===== src/rtl/pwm_burst_gen_if.sv =====
// ============================================================================
// Module      : pwm_burst_gen_if
// Description : Register-side bundle for the PWM/burst generator. Carries the
//               control, period, duty and count words from the register file
//               and returns the status word, PWM pin and done interrupt.
//               master : register-file side (drives the control words)
//               slave  : generator side (drives status, pwm_out, done_irq)
// Revision    : 1.0 - initial release
// ============================================================================
`default_nettype none

interface pwm_burst_gen_if #(
  parameter int CNT_W  = 32,
  parameter int STAT_W = 32
);
  logic [31:0]       ctrl_reg;    // [0] enable, [1] start, [2] continuous, [3] clear_flags
  logic [CNT_W-1:0]  period_reg;  // PWM period in clocks
  logic [CNT_W-1:0]  duty_reg;    // high clocks per period
  logic [CNT_W-1:0]  count_reg;   // periods per burst, 0 = unlimited
  logic [STAT_W-1:0] status;      // busy/done/err/state/periods_done
  logic              pwm_out;     // registered PWM pin
  logic              done_irq;    // one-cycle burst-complete pulse

  modport master (
    output ctrl_reg, period_reg, duty_reg, count_reg,
    input  status, pwm_out, done_irq
  );

  modport slave (
    input  ctrl_reg, period_reg, duty_reg, count_reg,
    output status, pwm_out, done_irq
  );
endinterface

`default_nettype wire


===== src/rtl/pwm_burst_gen.sv =====
// ============================================================================
// Module      : pwm_burst_gen
// Description : Register-controlled PWM/burst generator. A rising edge on the
//               start bit (with enable high) launches a burst of PWM periods.
//               Period and duty are shadowed and only reloaded on a period
//               boundary, so register writes never glitch the output.
// Ports       : axi_aclk   - clock, rising edge
//               axi_areset - asynchronous active-high reset
//               bus        - pwm_burst_gen_if.slave (control words in,
//                            status / pwm_out / done_irq out)
// Revision    : 1.0 - initial release
// ============================================================================
`default_nettype none

module pwm_burst_gen #(
  parameter int CNT_W  = 32,
  parameter int STAT_W = 32
) (
  input  wire logic       axi_aclk,
  input  wire logic       axi_areset,
  pwm_burst_gen_if.slave  bus
);

  localparam logic [1:0] C_ST_IDLE = 2'd0;
  localparam logic [1:0] C_ST_RUN  = 2'd1;
  localparam logic [1:0] C_ST_DONE = 2'd2;

  logic [1:0]       r_state;
  logic [CNT_W-1:0] r_cnt;
  logic [CNT_W-1:0] r_period_sh;
  logic [CNT_W-1:0] r_duty_sh;
  logic [CNT_W-1:0] r_count_sh;
  logic [CNT_W-1:0] r_periods_done;
  logic             r_done;
  logic             r_err;
  logic             r_start_q;
  logic             r_pwm;
  logic             r_done_irq;
  logic [STAT_W-1:0] r_status;

  logic             w_enable;
  logic             w_start;
  logic             w_continuous;
  logic             w_clear;
  logic             w_start_edge;
  logic             w_period_ok;
  logic             w_last;
  logic [CNT_W-1:0] w_pd_next;
  logic             w_finish;
  logic [15:0]      w_pd16;
  logic [31:0]      w_status32;
  logic             w_unused_ctrl;

  assign w_enable      = bus.ctrl_reg[0];
  assign w_start       = bus.ctrl_reg[1];
  assign w_continuous  = bus.ctrl_reg[2];
  assign w_clear       = bus.ctrl_reg[3];
  assign w_unused_ctrl = ^bus.ctrl_reg[31:4];

  assign w_start_edge = w_start & ~r_start_q;
  assign w_period_ok  = (bus.period_reg >= CNT_W'(2));
  assign w_last       = (r_cnt == (r_period_sh - CNT_W'(1)));
  assign w_pd_next    = r_periods_done + CNT_W'(1);
  // Burst ends on the boundary that completes the requested period count;
  // a zero count or the continuous bit keeps the burst running.
  assign w_finish     = w_last && !w_continuous && (r_count_sh != '0) &&
                        (w_pd_next == r_count_sh);

  // Status reports only the low 16 bits of the period counter.
  generate
    if (CNT_W >= 16) begin : g_pd_wide
      assign w_pd16 = r_periods_done[15:0];
    end else begin : g_pd_narrow
      assign w_pd16 = {{(16-CNT_W){1'b0}}, r_periods_done};
    end
  endgenerate

  assign w_status32 = {w_pd16, 10'd0, r_state, 1'b0, r_err, r_done,
                       (r_state != C_ST_IDLE)};

  always_ff @(posedge axi_aclk or posedge axi_areset) begin
    if (axi_areset) begin
      r_state        <= C_ST_IDLE;
      r_cnt          <= '0;
      r_period_sh    <= '0;
      r_duty_sh      <= '0;
      r_count_sh     <= '0;
      r_periods_done <= '0;
      r_done         <= 1'b0;
      r_err          <= 1'b0;
      r_start_q      <= 1'b0;
      r_pwm          <= 1'b0;
      r_done_irq     <= 1'b0;
      r_status       <= '0;
    end else begin
      r_start_q  <= w_start;
      r_done_irq <= 1'b0;

      // Lowest priority: any flag set below overrides this clear.
      if (w_clear) begin
        r_done <= 1'b0;
        r_err  <= 1'b0;
      end

      case (r_state)
        C_ST_IDLE: begin
          if (w_start_edge && w_enable) begin
            if (w_period_ok) begin
              r_period_sh    <= bus.period_reg;
              r_duty_sh      <= bus.duty_reg;
              r_count_sh     <= bus.count_reg;
              r_cnt          <= '0;
              r_periods_done <= '0;
              r_done         <= 1'b0;
              r_err          <= 1'b0;
              r_state        <= C_ST_RUN;
            end else begin
              r_err <= 1'b1;
            end
          end
        end

        C_ST_RUN: begin
          if (!w_enable) begin
            r_state <= C_ST_IDLE;
          end else if (w_last) begin
            r_cnt          <= '0;
            r_periods_done <= w_pd_next;
            r_duty_sh      <= bus.duty_reg;
            // An illegal period at reload keeps the old shadow.
            if (w_period_ok) begin
              r_period_sh <= bus.period_reg;
            end else begin
              r_err <= 1'b1;
            end
            if (w_finish) begin
              r_state    <= C_ST_DONE;
              r_done     <= 1'b1;
              r_done_irq <= 1'b1;
            end
          end else begin
            r_cnt <= r_cnt + CNT_W'(1);
          end
        end

        C_ST_DONE: begin
          r_state <= C_ST_IDLE;
        end

        default: begin
          r_state <= C_ST_IDLE;
        end
      endcase

      r_pwm    <= (r_state == C_ST_RUN) && (r_cnt < r_duty_sh);
      r_status <= STAT_W'(w_status32);
    end
  end

  assign bus.pwm_out  = r_pwm;
  assign bus.done_irq = r_done_irq;
  assign bus.status   = r_status;

endmodule

`default_nettype wire

===== src/flat_wrapper.sv =====
// flat-port wrapper written by rule: the top's interface ports become plain ports
module pwm_burst_gen_flat 
#(
  parameter int CNT_W  = 32,
  parameter int STAT_W = 32
)
  (axi_aclk, axi_areset, bus_ctrl_reg, bus_period_reg, bus_duty_reg, bus_count_reg, bus_status, bus_pwm_out, bus_done_irq);
  pwm_burst_gen_if #(.CNT_W(CNT_W), .STAT_W(STAT_W)) bus_i ();
  input  wire logic axi_aclk;
  input  wire logic axi_areset;
  input wire logic [$bits(bus_i.ctrl_reg)-1:0] bus_ctrl_reg;
  input wire logic [$bits(bus_i.period_reg)-1:0] bus_period_reg;
  input wire logic [$bits(bus_i.duty_reg)-1:0] bus_duty_reg;
  input wire logic [$bits(bus_i.count_reg)-1:0] bus_count_reg;
  output wire logic [$bits(bus_i.status)-1:0] bus_status;
  output wire logic [$bits(bus_i.pwm_out)-1:0] bus_pwm_out;
  output wire logic [$bits(bus_i.done_irq)-1:0] bus_done_irq;
  assign bus_i.ctrl_reg = bus_ctrl_reg;
  assign bus_i.period_reg = bus_period_reg;
  assign bus_i.duty_reg = bus_duty_reg;
  assign bus_i.count_reg = bus_count_reg;
  assign bus_status = bus_i.status;
  assign bus_pwm_out = bus_i.pwm_out;
  assign bus_done_irq = bus_i.done_irq;
  pwm_burst_gen #(.CNT_W(CNT_W), .STAT_W(STAT_W)) u_core (.axi_aclk(axi_aclk), .axi_areset(axi_areset), .bus(bus_i));
endmodule

===== config.mk =====
export PLATFORM = sky130hd
export DESIGN_NAME = pwm_burst_gen_flat
export DESIGN_NICKNAME = d
export VERILOG_FILES = /design/src/rtl/pwm_burst_gen_if.sv /design/src/rtl/pwm_burst_gen.sv /design/src/flat_wrapper.sv
export SDC_FILE = /design/constraint.sdc
export NUM_CORES = 1
export LEC_CHECK = 0
export BUFFER_PORTS_ARGS = -buffer_cell sky130_fd_sc_hd__buf_2
export CORE_ASPECT_RATIO = 1.4
export CORE_MARGIN = 5
export CORE_UTILIZATION = 58
export CTS_CLUSTER_SIZE = 16
export DETAILED_ROUTE_END_ITERATION = 12
export PLACE_DENSITY = 0.81
export SETUP_SLACK_MARGIN = 0.05
export SYNTH_ARGS = -nofsm -noshare
export SYNTH_HDL_FRONTEND = slang
export SYNTH_SLANG_ARGS = --single-unit

===== constraint.sdc =====
create_clock -name axi_aclk -period 6.85 [get_ports axi_aclk]
set_input_delay 0.3425 -clock axi_aclk [delete_from_list [all_inputs] [get_ports axi_aclk]]
set_output_delay 0.3425 -clock axi_aclk [all_outputs]
set_load 0.02 [all_outputs]

== After elaboration in Yosys (flattened, before gate mapping) ==
Index checks and enable logic that the tools add are counted.
Storage, ports and cells
  register bits: 188
  latch bits: 0
  memory bits (writable): 0
  ROM bits: 0
  input bits: 130
  output and inout port bits: 34
  logic and storage cells: 85
  memories: 0
Cells by class
  $add $sub $neg: 3
  $mul: 0
  divide/modulo/power cells: 0
  magnitude comparators: 2
  eq/ne operators: 9
  shifts and indexed selects: 0
  muxes and demuxes: 42
  bitwise gates (word level): 2
  reduce and logical (&&, ||, !) cells: 15
Operators with widths (number)
  $mux W32: 14
  $pmux W32 S2: 4
  $add A32 B1 Y32 const B: 2
  $eq A32 B32 Y1: 2
  $ge A32 B2 Y1 const B: 1
  $lt A32 B32 Y1: 1
  $reduce_bool A32 Y1: 1
  $sub A32 B1 Y32 const B: 1
  $mux W1: 16
  $reduce_and A4 Y1: 3
  $mux W2: 5
  $ne A2 B1 Y1 const B: 3
  $ne A3 B2 Y1 const B: 2
  $logic_and A1 B1 Y1: 5
  $reduce_and A5 Y1: 1
  $pmux W1 S2: 2
  $pmux W2 S2: 1
  $reduce_bool A2 Y1: 2
  $reduce_and A3 Y1: 1
  $eq A2 B1 Y1 const B: 1
  $logic_not A2 Y1: 1
  $ne A2 B2 Y1 const B: 1
  $and A1 B1 Y1: 1
  $logic_not A1 Y1: 1
  $not A1 Y1: 1

== Longest topological paths before layout ==
Gate-level depths: netlist (run 1).
  word-level depth: 9
  gate-level depth with buffers: 15
  depth with buffers taken out: 11

== Worst setup path after synthesis (run 1) ==
OpenSTA, ideal clock, no wires.
  path type: reg-to-reg
  start: reg u_core.r_period_sh[3]
  end: reg u_core.r_period_sh[0]
  setup time: 0.125 ns
  arrival time: 3.347 ns
  path slack: 3.378 ns
  cell stages (with the launch flop): 14
  path buffers: 4
  cell sequence: dfrtp_1 clkbuf_1 nor4_4 nand4_1 nor4_1 mux2_2 a31o_1 a22oi_1 a41o_1 buf_4 nand2b_1 buf_2 buf_6 mux2_4
On the way
  word-level cells in the longest chain between the ends: 4
RTL lines
  start: declaration: RTL line pwm_burst_gen.sv:30  | logic [CNT_W-1:0] r_period_sh;
  start signal: assignment: RTL line pwm_burst_gen.sv:109  | r_period_sh <= bus.period_reg;
  start signal: assignment: RTL line pwm_burst_gen.sv:132  | r_period_sh <= bus.period_reg;
  $sub A32 B1 Y32: RTL line pwm_burst_gen.sv:62  | assign w_last = (r_cnt == (r_period_sh - CNT_W'(1)));
  $eq A32 B32 Y1: RTL line pwm_burst_gen.sv:62
  $ne A2 B1 Y1 (no line)
  $reduce_and A4 Y1 (no line)
Every way passes these cells.
A chain may end at the register's enable or synchronous reset.

== Worst setup path after layout (run 1) ==
  start: reg u_core.r_period_sh[6]
  end: reg u_core.r_period_sh[24]
Same word-level chain as after synthesis.

==> results by group, run 1 <==
Run status
  – Status: finished, final reports clean

Timing
  – RSZ-0062 raised after global routing: false
  – Fin crit period: roughly 5200 ps
  – Worst-margin pin slew: roughly 1100 ps
  – Max Clk Rate: about 190 MHz
  – Final setup fails: 0
  – Crit share post-route: 0.7636
  – Pins Over Slew Limit: 0
  – Worst Skew: 12.51 ps
  – Setup TNS: 0 ps
  – Final Hold Viols: 0
  – Slew headroom: 0.2665

Clock network
  – Post_cts resized: 0
  – CTS buffer count: 17
  – Clock Pin Slew Worst Setup and Hold Paths: approximately 70 ps
  – Postcts setup bufs: 0
  – CTS tree: yes
  – Clk_lat worst skew: approximately 450 ps
  – Hold-fix buffers at CTS: 0
  – Clk root buf: clkbuf_16
  – Sink Count: 188
  – Clock buffer depth: 2
  – H-tree depth: 4

Setup path
  – CP required: 7170 ps
  – Crit start category: flop
  – Critical path type: reg2reg
  – CP Launch Point: u_core.r_period_sh[6]
  – Worst Setup EP: u_core.r_period_sh[24]
  – Critical Path AT: about 5600 ps
  – R2R setup slack: roughly 1600 ps
  – Worst R2R Start: u_core.r_period_sh[6]
  – Reg-to-reg endpoint: u_core.r_period_sh[24]
  – CP Max Fanout: 46
  – Setup crit end kind: flop
  – Register-to-Register Path Depth: 9

Floorplanning
  – Die H: around 170 µm
  – Core Area: roughly 19000 µm²
  – I/O pin count: 164
  – Starting Density: 0.5879
  – Num rows: 60
  – Die ar.: 22330 µm²
  – Die W: between 100 and 150 µm

Flow run
  – Max-Cap Viols: 0

GRT
  – Global route overflow: 0
  – Initial antenna violation count: 0
  – Pin count of the biggest net entering global routing: 113
  – Vias in the first global route: a little over 9k
  – Global-route wire length before repair: roughly 46000 µm
  – Overall Global Routing Usage: 0.2544

Drt
  – DRC: 0
  – Routed Antenna Nets: 0
  – WL final: approximately 28000 µm
  – Via Count: 9234
  – Pre-antenna DRT Iters: 5
  – Iteration-0 DRC Markers: around 740
  – Vias/cell: roughly 6.1
  – WL/cell: between 15 and 20 µm

Synthesis
  – Area contributors post-synth: dfrtp_1 (42%), xnor2_1 (5.0%), mux2_4 (4.0%), ha_1 (3.8%), mux2_2 (3.7%)
  – Most frequent cell after synthesis: dfrtp_1
  – Post-synthesis mux area share: 0.08171
  – Flops & latches, synth: ~190
  – Synth Area per Inst: between 9 and 10 µm²
  – Post-Syn Area: between 10000 and 15000 µm²
  – Synth top area share: 0.4180
  – Adder-Cell Fraction of Synth Area: 0.03780
  – Post-synthesis async set-or-reset flop share: 1.000
  – Number of flops mapped to enable cells by yosys: 0
  – Ys flop type: dfrtp_1
  – Sequential share of the synthesized area: 0.4180
  – Synth Area in Compound Gates: 0.1084
  – Area leader, netlist: dfrtp_1
  – Cell count after synthesis: 1168
  – Synthesis Warnings: 0
  – Commonest cells post-synth: dfrtp_1 (188), nand2_1 (100), nor2_1 (69), xnor2_1 (64), nand3_1 (60)
  – Post-synthesis simple-gate area fraction: 0.2209
  – Distinct cells, synth: 74
  – Largest family of logic cells by synthesized area: simple AND/OR/NAND/NOR gates
  – Xor and xnor area share after synthesis: 0.08249

Final layout
  – Cell area after layout: approximately 12000 µm²
  – Number of diodes: 0
  – Layout cells sized above 1: 0.1954
  – Area delta synth->final: 10.81%
  – Final nets: about 1.4k

Pwr
  – Sequential cell fraction of total power: 0.476
  – Sw Ratio: 0.3514
  – Clock Power Share: 0.283
  – Maximum VDD drop: 0.1981 mV
  – Leak: roughly 5.6 nW
  – Gate power share: 0.241
  – Switching power: 1.197 mW
  – Int Pwr: 2.210 mW
  – Power per cell area: between 200 and 300 nW/µm²

Placement
  – Placed instance area: roughly 12000 µm²
  – Post-DP HPWL: between 20000 and 25000 µm
  – Global placer's final weighted congestion: 0.9369
  – IO buf count: 124

Worst hold path
  – Hold Crit Class: in2async
==> worst max-delay path, stage by stage, from the launching register on <==
cell,delay [ps]
dfrtp_1,470
nor4_2,630
nand4_1,390
nor4_1,540
mux2_2,400
a31o_1,170
a22oi_1,360
a41o_2,790
nand2b_2,780
mux2_1,570
==> sequential cells by signal, indices dropped and copies added, names as in the netlist, 2 cells and up <==
name,count
u_core.r_cnt,32
u_core.r_duty_sh,32
u_core.r_periods_done,32
u_core.r_state,2
u_core.r_period_sh,32
u_core.r_count_sh,32
u_core.bus.status,21
==> layer usage <==
metal | part of all wire | vias to the layer above | track usage | wire [µm]
li1 | - | 4355 | - | -
met1 | 0.38 | 4475 | 0.2948 | 10780
met2 | 0.52 | 314 | 0.4478 | 14690
met3 | 0.048 | 90 | 0.04006 | 1350
met4 | 0.049 | 0 | 0.1332 | 1385
met5 | 0 | - | 0 | 0
==> worst min path at each step <==
stage	startpoint	end	slack, ps
finish	axi_areset	u_core.r_duty_sh[2]	9
global route	bus_ctrl_reg[1]	u_core.r_start_q	50
CTS	bus_ctrl_reg[1]	u_core.r_start_q	50
detailed placement	u_core.r_done	u_core.bus.status[1]	370
global placement	u_core.r_done	u_core.bus.status[1]	360
floorplan	u_core.r_periods_done[2]	u_core.bus.status[18]	350
==> metrics by stage <==
step	hold slack (ps)	cells	power, mW	utilization	setup WS [ps]
after global routing	53.58	1507	3.592	0.6514	1102
after CTS	50.62	1507	3.413	0.6514	1671
final	9.040	1507	3.407	0.6514	1620
after detailed placement	369.8	1475	2.446	0.6218	1740
after floorplan	351.9	1178	2.200	-	1394
after global placement	362.0	1475	2.410	0.6218	1810
==> layout by cell type (no fill, tap or decap), types with 26 or more instances in the layout <==
cell      netlist  layout
nand2_1       100     100
ha_1           34      34
xnor2_1        64      64
nor4_1         36      36
mux2_4         30      30
xor2_1         42      42
nor2_1         69      69
nand4_1        36      36
o21ai_0        54      54
nor3_1         28      28
dfrtp_1       188     188
mux2_2         37      37
buf_2           6     124
o211ai_1       30      30
inv_1          49      48
nand3_1        60      60
or4_1          26      26
==> final cells by class <==
class | instances | area, µm²
clock buffer | 18 | 439.2
clock inverter | 14 | 128.9
fill | 1528 | 6673
inverter | 49 | 191.4
multi-input combinational | 860 | 6031
sequential | 188 | 4705
tap | 248 | 310.3
timing repair buffer | 130 | 665.6
==> power by group through the flow <==
stage               combinational (mW)  clock [mW]  sequential, mW
floorplan                        0.681           0            1.52
global placement                 0.789           0            1.62
detailed placement               0.818           0            1.63
CTS                              0.824       0.977            1.61
global route                     0.912        1.03            1.65
finish                           0.822       0.965            1.62
==> cell families after synthesis <==
logic type | Yosys count
other | 1
multiplexers | 72
adder cells (fa/ha/maj) | 34
XOR/XNOR | 106
AND/OR/NAND/NOR | 457
AO/OA/AOI/OAI | 180
buffers and inverters | 130
flip-flops | 188
(Power assumes the default switching activity.)
==> run 2: changes to the inputs <==
- CORE_UTILIZATION: 58 -> 53
- PLACE_DENSITY: 0.81 -> 0.78
- clock period: 6.85 -> 4.4 ns (I/O delays scaled with it)
==> run 2 against run 1 <==
Power is 61% higher. Sequential power is 56% higher. Setup slack worse by 1300 ps. Wire length is 3.5% higher. Combinational power is 62% higher. Worst hold slack worse by 3.3 ps. Clock skew is 3.2 ps lower. Critical path type unchanged. Critical endpoint is now u_core.r_duty_sh[0].
==> results by group, run 2 (synthesis results as in run 1) <==
Setup path
  – Critical Path AT: 4360 ps (-1190 ps)
  – Reg-to-reg endpoint: u_core.r_duty_sh[0]
  – R2R setup slack: 360 ps (-1260 ps)
  – Register-to-Register Path Depth: 9 (unchanged)
  – CP required: 4720 ps (-2450 ps)
  – CP Launch Point: u_core.r_period_sh[10]
  – Worst Setup EP: u_core.r_duty_sh[0]
  – Crit start category: flop
  – Worst R2R Start: u_core.r_period_sh[10]
  – Setup crit end kind: flop
  – Critical path type: reg2reg
  – CP Max Fanout: 98 (+110%)

Final layout
  – Final nets: 1471 (+4.3%)
  – Layout cells sized above 1: 0.1932 (-0.002211)
  – Most common cell after layout, fill and taps aside: dfrtp_1
  – Area delta synth->final: 16.82%
  – Post-route insts no fill: 1580 (+4.8%)
  – Most frequent cells in the layout: dfrtp_1 (188), buf_2 (124), nand2_1 (100)
  – Number of diodes: 0 (unchanged)

GRT
  – Overall Global Routing Usage: 0.2417 (-0.01264)
  – Initial antenna violation count: 0 (unchanged)
  – Global-route wire length before repair: 47130 µm (+2.5%)
  – Pin count of the biggest net entering global routing: 99 (-12%)
  – Vias in the first global route: 9414 (+2.8%)
  – Global route overflow: 0 (unchanged)

Drt
  – Via Count: 9379 (+1.6%)
  – Iteration-0 DRC Markers: 602 (-19%)
  – DRC: 0 (unchanged)
  – WL final: 29180 µm (+3.5%)
  – Pre-antenna DRT Iters: 5 (unchanged)
  – Routed Antenna Nets: 0 (unchanged)
  – Vias/cell: 5.936 (-3.1%)
  – WL/cell: 18.47 µm (-1.3%)

Timing
  – Setup TNS: 0 ps (unchanged)
  – Pins Over Slew Limit: 0 (unchanged)
  – Fin crit period: 4040 ps (-1191 ps)
  – Setup ws final: 360.3 ps (-1259 ps)
  – Slew headroom: 0.3815 (+0.1150)
  – Worst Skew: 9.294 ps (-3.219 ps)
  – Final setup fails: 0 (unchanged)
  – RSZ-0062 raised after global routing: false
  – Crit share post-route: 0.9181 (+0.1545)
  – Max Clk Rate: 247.5 MHz (+29%)
  – Worst-margin pin slew: 927.8 ps (-172.4 ps)
  – Final Hold Viols: 0 (unchanged)
  – WHS: 5.740 ps (-3.300 ps)

Clock network
  – CTS tree: yes
  – Clock buffer depth: 2 (unchanged)
  – Clock Pin Slew Worst Setup and Hold Paths: 70 ps (about the same)
  – H-tree depth: 4 (unchanged)
  – Post_cts resized: 0 (unchanged)
  – Clk_lat worst skew: 440 ps (about the same)
  – CTS buffer count: 17 (unchanged)
  – Sink Count: 188 (unchanged)
  – Clk root buf: clkbuf_16

Floorplanning
  – Starting Density: 0.5347 (-0.05316)
  – Num rows: 63 (+5.0%)
  – I/O pin count: 164 (unchanged)
  – Core Area: 21050 µm² (+9.9%)
  – Die H: 182.4 µm (+4.3%)
  – Die W: 133.2 µm (+4.2%)
  – Die ar.: 24290 µm² (+8.8%)

Run status
  – Status: finished, final reports clean

Placement
  – Post-DP HPWL: 21130 µm (+3.0%)
  – IO buf count: 124 (unchanged)
  – Global placer's final weighted congestion: 0.9290 (-0.84%)
  – Pre-CTS setup slack: 477.0 ps (-1263 ps)
  – Cell Count Post-Placement: 1497 (+1.5%)

Pwr
  – Maximum VDD drop: 0.3523 mV (+78%)
  – Leak: 5.831 nW (+5.1%)
  – Power per cell area: 416.4 nW/µm² (+52%)
  – Total power: 5.474 mW (+61%)

Worst hold path
  – Hold Crit Class: in2reg

Flow run
  – Max-Cap Viols: 0 (unchanged)
run 2: cell count changes in the layout (fill, tap and decap cells not counted), sizes merged:
cell / delta
clkinvlp: +3
dlygate4sd3: +51
bufinv: +3
clkbuf: +1
buf: +10
inv: -2
clkinv: -5
run 2: worst min-delay path by stage:
| stage | end | slack [ps] | from | depth (start not counted) |
|---|---|---|---|---|
| after floorplan | u_core.r_start_q | 250 | bus_ctrl_reg[1] | 0 |
| after global placement | u_core.bus.status[2] | 360 | u_core.r_err | 0 |
| after detailed placement | u_core.bus.status[2] | 360 | u_core.r_err | 0 |
| after CTS | u_core.r_count_sh[2] | 0.1 | bus_count_reg[2] | 2 |
| after global routing | u_core.r_count_sh[8] | 10 | bus_count_reg[8] | 2 |
| final | u_core.r_duty_sh[17] | 6 | bus_duty_reg[17] | 3 |
run 2: worst max-delay path, stage by stage (launching register included):
cell and delay [ps]:
dfrtp_1 460, nor4_2 530, nand4_1 390, nor4_1 540, mux2_2 400, a31o_1 170, a22oi_1 350, a41o_2 310
buf_12 300, mux2_2 380
run 2: power breakdown:
| group | total, mW | switching, mW | internal (mW) |
|---|---|---|---|
| clock network | 1.62 | 0.696 | 0.926 |
| registers | 2.53 | 0.473 | 2.05 |
| logic | 1.33 | 0.661 | 0.665 |
| total | 5.47 | 1.83 | 3.64 |
run 2: timing repair:
item,CTS,global route
endpoints found under the hold margin,90,0
hold buffers,51,0
setup buffers,0,0
run 2: through the flow:
stage          utilization  cell area (µm²)
6_report            0.6247            13150
5_1_grt             0.6247            13150
4_1_cts             0.6247            13150
3_5_place_dp        0.5708            12010
3_3_place_gp        0.5708            12010
2_1_floorplan            -            11300
run 2: per-layer routing:
metal	routed length, µm	track usage	vias to the layer above
met2	15560	0.4485	288
met3	1235	0.03696	79
li1	-	-	4495
met4	1352	0.1206	0
met1	11040	0.2665	4517
met5	0	0	-
run 2: final cells by class:
type / instances / area, µm²
Inverter: 49 / 187.7
Fill cell: 1772 / 7899
Multi-Input combinational cell: 860 / 6031
Tap cell: 260 / 325.3
Clock inverter: 13 / 180.2
Timing Repair Buffer: 191 / 1276
Clock buffer: 19 / 442.9
Sequential cell: 188 / 4705
==> run 3: changes to the inputs <==
- ABC_AREA: default -> 1
==> run 3 against run 2 <==
Wire length increased by 3.7%. Global-route usage increased by 0.80 points. Cell count is 32% higher. Flip-flop and latch count unchanged. Power shrank 9.7%. Register-to-register slack better by 630 ps. First-iteration DRC count increased by 10%. Sequential power decreased by 13%. Fmax rose by 18%. Critical path type unchanged.
==> results by group, run 3 <==
Run status
  – Status: finished, final reports clean

Synthesis
  – Synthesis Warnings: 0 (unchanged)
  – Synth Area per Inst: 7.161 µm² (-26%)
  – Distinct cells, synth: 47 (-36%)
  – Largest family of logic cells by synthesized area: simple AND/OR/NAND/NOR gates
  – Post-synthesis mux area share: 0.01159 (-0.07012)
  – Post-synthesis simple-gate area fraction: 0.3440 (+0.1231)
  – Synth top area share: 0.4035 (-0.01449)
  – Area leader, netlist: dfrtp_1
  – Commonest cells post-synth: nand2_1 (530), nor2_1 (203), dfrtp_1 (188), inv_1 (184), nand3_1 (90)
  – Sequential share of the synthesized area: 0.4035 (-0.01449)
  – Flops & latches, synth: 188 (unchanged)
  – Cell count after synthesis: 1628 (+39%)
  – Area contributors post-synth: dfrtp_1 (40%), nand2_1 (17%), nor2_1 (6.5%), inv_1 (5.9%), nand3_1 (3.9%)
  – Adder-Cell Fraction of Synth Area: 0.03649 (-0.001310)
  – Number of flops mapped to enable cells by yosys: 0 (unchanged)
  – Synth Area in Compound Gates: 0.06450 (-0.04389)
  – Ys flop type: dfrtp_1
  – Most frequent cell after synthesis: nand2_1
  – Post-synthesis async set-or-reset flop share: 1.000 (unchanged)
  – Xor and xnor area share after synthesis: 0.05463 (-0.02786)
  – Post-Syn Area: 11660 µm² (+3.6%)

Drt
  – Via Count: 10.83k (+15%)
  – Pre-antenna DRT Iters: 5 (unchanged)
  – DRC: 0 (unchanged)
  – Vias/cell: 5.177 (-13%)
  – Iteration-0 DRC Markers: 662 (+10%)
  – WL final: 30250 µm (+3.7%)
  – WL/cell: 14.46 µm (-22%)
  – Routed Antenna Nets: 0 (unchanged)

Final layout
  – Post-route insts no fill: 2092 (+32%)
  – Area delta synth->final: 15.69%
  – Layout cells sized above 1: 0.1164 (-0.07675)
  – Final nets: 1946 (+32%)
  – Number of diodes: 0 (unchanged)
  – Most frequent cells in the layout: nand2_1 (529), nor2_1 (202), dfrtp_1 (188)
  – Most common cell after layout, fill and taps aside: nand2_1

GRT
  – Pin count of the biggest net entering global routing: 189 (+91%)
  – Global route overflow: 0 (unchanged)
  – Vias in the first global route: 10.67k (+13%)
  – Initial antenna violation count: 0 (unchanged)
  – Global-route wire length before repair: 50480 µm (+7.1%)
  – Overall Global Routing Usage: 0.2498 (+0.008040)

Floorplanning
  – I/O pin count: 164 (unchanged)
  – Die H: 185.5 µm (+1.7%)
  – Num rows: 64 (+1.6%)
  – Die ar.: 25110 µm² (+3.4%)
  – Core Area: 21780 µm² (+3.5%)
  – Die W: 135.4 µm (+1.6%)
  – Starting Density: 0.5353 (about the same)

Placement
  – Post-DP HPWL: 22380 µm (+5.9%)
  – Pre-CTS setup slack: 993.4 ps (+516.4 ps)
  – IO buf count: 124 (unchanged)
  – Cell Count Post-Placement: 2017 (+35%)
  – Global placer's final weighted congestion: 0.8987 (-3.3%)

Timing
  – Setup TNS: 0 ps (unchanged)
  – RSZ-0062 raised after global routing: false
  – Setup ws final: 989.6 ps (+629.3 ps)
  – Worst-margin pin slew: 1037 ps (+109.6 ps)
  – Crit share post-route: 0.7751 (-0.1430)
  – Fin crit period: 3410 ps (-629.3 ps)
  – Slew headroom: 0.3084 (-0.07305)
  – Worst Skew: 13.80 ps (+4.505 ps)
  – Max Clk Rate: 293.2 MHz (+18%)
  – Pins Over Slew Limit: 0 (unchanged)
  – Final setup fails: 0 (unchanged)
  – Final Hold Viols: 0 (unchanged)

Worst hold path
  – Hold Crit Class: in2reg

Pwr
  – Gate power share: 0.254 (+0.012)
  – Maximum VDD drop: 0.3269 mV (-7.2%)
  – Power per cell area: 366.3 nW/µm² (-12%)
  – Sequential cell fraction of total power: 0.442 (-0.019)
  – Int Pwr: 3.212 mW (-12%)
  – Clock Power Share: 0.304 (+0.008)
  – Sw Ratio: 0.3500 (+0.01557)
  – Switching power: 1.730 mW (-5.5%)
  – Leak: 6.771 nW (+16%)

Clock network
  – CTS tree: yes
  – Sink Count: 188 (unchanged)
  – H-tree depth: 4 (unchanged)
  – Clock Pin Slew Worst Setup and Hold Paths: 70 ps (about the same)
  – Hold-fix buffers at CTS: 42 (-18%)
  – Clk root buf: clkbuf_16
  – Clock buffer depth: 2 (unchanged)
  – Post_cts resized: 0 (unchanged)
  – Clk_lat worst skew: 450 ps (about the same)
  – Postcts setup bufs: 0 (unchanged)
  – CTS buffer count: 17 (unchanged)

Setup path
  – Crit start category: flop
  – CP required: 4710 ps (about the same)
  – Largest stage delay on the critical path: 560 ps (+20 ps)
  – CP Max Fanout: 96 (-2.0%)
  – Setup crit end kind: flop
  – Critical path type: reg2reg
  – Cell family with most CP delay: simple AND/OR/NAND/NOR gates
  – Most common cell type on the critical path: nand2_1
  – WP buf/inv: 1 (unchanged)
  – Critical path's slowest cell: nand2_4
  – Critical Path AT: 3720 ps (-640 ps)
  – CP cell instances: inv_1, ha_1, nand2_1, nor2_4, nand3_1, nor2_1, nand2_1, nand2_1, nand3_1, nor2_2, nand3_4, nand2_4, nand2_4, nand2_1, o21ai_2

Flow run
  – Max-Cap Viols: 0 (unchanged)
-- run 3: worst paths after layout --
path | from | endpoint | slack (ps) | cells after the start
worst max-delay path | u_core.r_period_sh[0] | u_core.r_periods_done[8] | 990 | 15
worst min-delay path | bus_duty_reg[20] | u_core.r_duty_sh[20] | 10 | 3
worst max register to register | u_core.r_period_sh[0] | u_core.r_periods_done[8] | 990 | 15
worst min register to register | u_core.r_done | u_core.bus.status[1] | 390 | 0
max in group asynchronous | axi_areset | u_core.r_period_sh[29] | 3630 | 3
min in group asynchronous | axi_areset | u_core.r_duty_sh[9] | 60 | 3
-- run 3: logic make-up after synthesis --
kind of cell / Yosys count
flops: 188
fa+ha+maj: 34
simple gates: 948
other cells: 1
xor+xnor: 68
compound gates: 139
buf+inv: 238
mux: 12
-- run 3: metrics by stage --
stage	total power [mW]	hold WS (ps)	area, µm²	util
final	4.941	9.942	13490	0.6193
after global routing	5.253	5.925	13490	0.6193
after detailed placement	3.434	344.5	12490	0.5735
after floorplan	3.116	251.4	11700	-
after CTS	4.967	1.223	13480	0.6188
after global placement	3.391	344.9	12490	0.5735
-- run 3: layout make-up --
| class | instances | area [µm²] |
|---|---|---|
| tap | 297 | 371.6 |
| multi-input combinational | 1212 | 6013 |
| inverter | 188 | 709.4 |
| sequential | 188 | 4705 |
| fill | 1993 | 8293 |
| clock buffer | 18 | 439.2 |
| clock inverter | 14 | 126.4 |
| timing repair buffer | 175 | 1124 |
-- run 3: power by group through the flow --
stage	Clock [mW]	Sequential, mW	Combinational, mW
3_3_place_gp	0	2.21	1.19
2_1_floorplan	0	2.15	0.964
4_1_cts	1.53	2.18	1.26
3_5_place_dp	0	2.21	1.22
6_report	1.50	2.19	1.25
5_1_grt	1.59	2.22	1.45
-- run 3: worst reg2reg max path, cell delays in order, from the launching register on --
cell     delay, ps
dfrtp_1        400
inv_1          120
ha_1           220
nand2_1        150
nor2_4         230
nand3_1        160
nor2_1         120
nand2_1         60
nand2_1        130
nand3_1        120
nor2_2         170
nand3_4        200
nand2_4        240
nand2_4        560
nand2_1        330
o21ai_2         70
-- run 3: per-layer routing --
layer,up-vias,global-route usage,part of all wire
li1,5439,-,-
met4,0,0.1077,0.037
met3,65,0.03759,0.041
met5,-,0,0
met1,5045,0.2858,0.39
met2,281,0.4607,0.53
